`src/rtl/sub_pkg.sv`:
```
// Shared types and constants for the bit-serial subtractor.
package sub_pkg;

   localparam int unsigned DEFAULT_WIDTH = 8;

   typedef enum logic [1:0] {
      IDLE = 2'd0,
      RUN  = 2'd1,
      DONE = 2'd2
   } state_e;

endpackage

```
`src/rtl/full_subtractor_cell.sv`:
```
// One-bit full subtractor: x - y - bin -> d with borrow bout.
module full_subtractor_cell (
   input  logic x,
   input  logic y,
   input  logic bin,
   output logic d,
   output logic bout
);

   // Difference bit and borrow-out of the single-bit cell
   assign d    = x ^ y ^ bin;
   assign bout = (~x & y) | (~(x ^ y) & bin);

endmodule

```
`src/rtl/serial_subtractor.sv`:
```
// Bit-serial LSB-first unsigned subtractor: a - b - borrow_in over WIDTH clocks.
module serial_subtractor
   import sub_pkg::*;
#(
   parameter int unsigned WIDTH = DEFAULT_WIDTH
) (
   input  logic             clk,
   input  logic             rst_n,
   input  logic             start_valid,
   output logic             start_ready,
   input  logic [WIDTH-1:0] a,
   input  logic [WIDTH-1:0] b,
   input  logic             borrow_in,
   output logic             done_valid,
   input  logic             done_ready,
   output logic [WIDTH-1:0] diff,
   output logic             borrow_out
);

   localparam int unsigned CNT_W = $clog2(WIDTH + 1);

   state_e             state_q, state_d;
   logic               start_ready_q, start_ready_d;
   logic               done_valid_q, done_valid_d;
   logic [WIDTH-1:0]   a_q, a_d;
   logic [WIDTH-1:0]   b_q, b_d;
   logic               brw_q, brw_d;
   logic [CNT_W-1:0]   cnt_q, cnt_d;
   logic [WIDTH-1:0]   diff_q, diff_d;
   logic               borrow_out_q, borrow_out_d;

   logic               cell_d;
   logic               cell_bout;
   logic [WIDTH-1:0]   diff_shift;

   // Single shared cell operating on the current LSBs and the running borrow
   full_subtractor_cell u_cell (
      .x    (a_q[0]),
      .y    (b_q[0]),
      .bin  (brw_q),
      .d    (cell_d),
      .bout (cell_bout)
   );

   // New difference bit enters at the MSB so the LSB-first stream lands in order
   if (WIDTH == 1) begin : g_shift_w1
      assign diff_shift = cell_d;
   end else begin : g_shift_wn
      assign diff_shift = {cell_d, diff_q[WIDTH-1:1]};
   end

   // Next-state, datapath and handshake output logic
   always_comb begin
      state_d       = state_q;
      start_ready_d = start_ready_q;
      done_valid_d  = done_valid_q;
      a_d           = a_q;
      b_d           = b_q;
      brw_d         = brw_q;
      cnt_d         = cnt_q;
      diff_d        = diff_q;
      borrow_out_d  = borrow_out_q;

      case (state_q)
         IDLE: begin
            if (start_valid && start_ready_q) begin
               a_d           = a;
               b_d           = b;
               brw_d         = borrow_in;
               cnt_d         = '0;
               state_d       = RUN;
               start_ready_d = 1'b0;
            end
         end
         RUN: begin
            a_d    = a_q >> 1;
            b_d    = b_q >> 1;
            brw_d  = cell_bout;
            cnt_d  = cnt_q + CNT_W'(1);
            diff_d = diff_shift;
            if (cnt_q == CNT_W'(WIDTH - 1)) begin
               state_d      = DONE;
               done_valid_d = 1'b1;
               borrow_out_d = cell_bout;
            end
         end
         DONE: begin
            if (done_ready) begin
               state_d       = IDLE;
               done_valid_d  = 1'b0;
               start_ready_d = 1'b1;
            end
         end
         default: begin
            state_d       = IDLE;
            start_ready_d = 1'b1;
            done_valid_d  = 1'b0;
         end
      endcase
   end

   // State and datapath registers
   always_ff @(posedge clk or negedge rst_n) begin
      if (!rst_n) begin
         state_q       <= IDLE;
         start_ready_q <= 1'b1;
         done_valid_q  <= 1'b0;
         a_q           <= '0;
         b_q           <= '0;
         brw_q         <= 1'b0;
         cnt_q         <= '0;
         diff_q        <= '0;
         borrow_out_q  <= 1'b0;
      end else begin
         state_q       <= state_d;
         start_ready_q <= start_ready_d;
         done_valid_q  <= done_valid_d;
         a_q           <= a_d;
         b_q           <= b_d;
         brw_q         <= brw_d;
         cnt_q         <= cnt_d;
         diff_q        <= diff_d;
         borrow_out_q  <= borrow_out_d;
      end
   end

   assign start_ready = start_ready_q;
   assign done_valid  = done_valid_q;
   assign diff        = diff_q;
   assign borrow_out  = borrow_out_q;

endmodule

```
`config.mk`:
```
export PLATFORM = sky130hd
export DESIGN_NAME = serial_subtractor
export DESIGN_NICKNAME = d
export VERILOG_FILES = /design/src/rtl/sub_pkg.sv /design/src/rtl/full_subtractor_cell.sv /design/src/rtl/serial_subtractor.sv
export SDC_FILE = /design/constraint.sdc
export NUM_CORES = 1
export LEC_CHECK = 0
export ABC_AREA = 1
export BUFFER_PORTS_ARGS = -buffer_cell sky130_fd_sc_hd__buf_4
export CAP_MARGIN = 20
export CORE_MARGIN = 3
export CORE_UTILIZATION = 45
export DETAILED_ROUTE_END_ITERATION = 10
export PLACE_DENSITY = 0.78
export SLEW_MARGIN = 20
export SYNTH_ARGS = -nofsm -noshare
export SYNTH_HDL_FRONTEND = slang
export SYNTH_HIERARCHICAL = 1
export SYNTH_SLANG_ARGS = --single-unit
export TNS_END_PERCENT = 30
```
`constraint.sdc`:
```
create_clock -name clk -period 3.53 [get_ports clk]
set_input_delay 0 -clock clk [delete_from_list [all_inputs] [get_ports clk]]
set_output_delay 0 -clock clk [all_outputs]
set_load 0.01 [all_outputs]
```
==> results_dict.tcl <==
set metrics [dict create \
    finalSetupViolCount 0 \
    period_share_pct 50.21 \
    fp.dieArea_um2 4402 \
    power_leakage_nw 1.180 \
    start_util_pct 47.99 \
    postCtsSetupBuffers 0 \
    clk_path_buf_depth 2 \
    worstMarginPinSlew_ns 0.5927 \
    synth-compound-area-share_pct 4.962 \
    ys_types 22 \
    clk_pin_slew_ns 0.10 \
    core.rowCount 21 \
    max_slew_margin_pct 60.35 \
    cts.root.buffer_cell "clkbuf_4" \
    clk_latency_ns 0.35 \
    layout-drive-gt1-share_pct 17.37 \
    crit_type "reg2reg" \
    synth.avg_cell_area_um2 7.880 \
    muxShareOfSynthArea_pct 0 \
    drtIter0Drc 42 \
    start_kind "flop" \
    cts_buffers 5 \
    port_buffers 31 \
    finalWirelength_mm 3.290 \
    synth_seq_area_share_pct 51.98 \
    coreArea_um2 3416 \
    ctsHoldBuffers 19 \
    crit_path_end_kind "flop" \
    drc 0 \
    synth_top_family_by_area "simple AND/OR/NAND/NOR gates" \
    met1_usage_pct 19.07 \
    grt_pass1_vias 1270 \
    synth_area_um2 1639 \
    antenna_found_initial 0 \
    rsz0062_at_grt "no" \
    outcome "completed" \
    cp.arrival_ns 2.05 \
    slew_viol_final 0 \
    whs_ns 0.08488 \
    synth_nets 231 \
    vias 1386 \
    diodes 0 \
    hold_viol_final 0 \
    gpl.final_weighted_congestion 0.7755 \
    htree_levels 2 \
    grt_start_max_net_pins 35 \
    grt_pass1_wl_mm 5.471 \
    power_density_nw_per_um2 772.6 \
    synthCells 208 \
    dr.pass1.iters 4 \
    drt-wirelength-per-cell_um 10.79 \
    antenna_left 0 \
    reg2reg_depth 6 \
    hp-class "in2reg" \
    crit_fanout 29 \
    setup_tns_ns 0 \
    met2_usage_pct 28.62 \
    die_h_um 66.35 \
    synthToLayoutAreaGrowth_pct 29.69 \
    post-dp-hpwl_mm 1.998 \
    io_pins 32 \
    grt-ovfl-total 0 \
    layout_min_cycle_time_ns 1.773 \
    hold_depth 5 \
    yosys.area_share.simple_pct 33.51 \
    grt_use_met3_pct 6.122 \
    drv_cap 0 \
    cts_resized 0 \
    viasPerCell 4.544 \
    grt_busiest_layer "met2" \
    synth_xor_area_share_pct 0 \
    cts_sinks 34 \
    track_usage_pct 17.10 \
    synthAdderAreaFrac_pct 1.985 \
    nets 281 \
    ir_drop_uv 439.6 \
    yosysWarnings 6 \
    critPathRequiredTime_ns 3.80 \
    synth_seq_cells 34 \
    finClkSkew_ns 0.01495 \
    chipWidth_um 66.35 \
    cts_tree "yes" \
    clock.fmax_mhz 564.2 \
    fill_cells 310 \
]
## critical path, stage by stage, from the launching register on
cell	delay [ns]
dfrtp_1	0.46
inv_2	0.05
nand2_2	0.44
inv_4	0.25
nor2_8	0.31
nand2_1	0.08
nand2_1	0.08
## synthesized netlist by cell type
cell	count	area [um^2]
a21o_1	1	7.510
a21oi_2	1	8.760
buf_2	1	5.000
buf_4	1	7.510
buf_6	5	56.30
dfrtp_1	33	825.8
dfstp_2	1	26.28
fa_1	1	20.02
ha_1	1	12.51
inv_1	12	45.04
inv_2	1	3.750
inv_4	1	6.260
nand2_1	122	457.9
nand2_2	1	6.260
nand2_4	1	11.26
nand3_1	5	25.02
nand3b_1	1	7.510
nor2_1	4	15.01
nor2_2	1	6.260
nor2_8	1	20.02
o21ai_0	9	45.04
o21ai_1	4	20.02
## layer usage
| layer | vias up | wire (um) |
|---|---|---|
| met5 | - | 0 |
| met4 | 0 | 68 |
| met3 | 5 | 166 |
| met2 | 28 | 1597 |
| met1 | 622 | 1458 |
| li1 | 731 | - |
## sequential cells by signal, indices dropped and copies added, names as in the netlist
name         flops
a_q              8
b_q              8
borrow_out       1
brw_q            1
cnt_q            4
diff             8
done_valid       1
start_ready      1
state_q          2
## cell families (layout without fill, tap and decap cells)
group,after synthesis,after routing
compound gates,15,15
flops,34,34
simple gates,136,136
buf+inv,21,72
fa+ha+maj,2,2
## path summary, 6_finish.rpt
kind	startpoint	endpoint	slack (ns)
worst max register to register	state_q[1]	a_q[6]	1.76
worst min-delay path	start_valid	a_q[7]	0.08
worst min register to register	done_valid	done_valid	0.49
worst max-delay path	state_q[1]	a_q[6]	1.76
max in group asynchronous	rst_n	start_ready	3.05
min in group asynchronous	rst_n	b_q[3]	0.13
## cell type report
cell class	count	area (um^2)	area share, %
Multi-Input combinational cell	153	663.1	31.19
Clock buffer	7	45.04	2.119
Inverter	14	55.05	2.590
Clock inverter	1	30.03	1.413
Sequential cell	34	852.1	40.08
Timing Repair Buffer	50	422.9	19.89
Tap cell	46	57.56	2.707
## per-stage QoR
| stage | utilization, % | area, um^2 | std cells | total power [W] | setup slack, ns |
|---|---|---|---|---|---|
| after floorplan | - | 1639 | 208 | 0.001221 | 2.285 |
| after global placement | 54.47 | 1861 | 278 | 0.001340 | 1.859 |
| after detailed placement | 54.47 | 1861 | 278 | 0.001362 | 1.803 |
| after CTS | 62.23 | 2126 | 305 | 0.001659 | 1.780 |
| after global routing | 62.23 | 2126 | 305 | 0.001799 | 1.625 |
| final | 62.23 | 2126 | 305 | 0.001642 | 1.757 |
## power breakdown
| part | switching [W] | internal (W) | leakage (nW) | total (W) |
|---|---|---|---|---|
| logic | 0.000434 | 0.000272 | 0.706 | 0.000706 |
| registers | 0.000105 | 0.000554 | 0.434 | 0.000659 |
| clock network | 0.000127 | 0.000150 | 0.0395 | 0.000278 |
| total | 0.000666 | 0.000976 | 1.18 | 0.00164 |
## cell usage in the layout (no fill, tap or decap), drive strengths merged
cell	count
nand2	124
dfrtp	33
buf	31
dlygate4sd3	19
inv	14
o21ai	13
clkbuf	7
nor2	6
nand3	5
a21oi	1
nand3b	1
a21o	1
ha	1
bufinv	1
dfstp	1
fa	1
(Power assumes the default switching activity.)
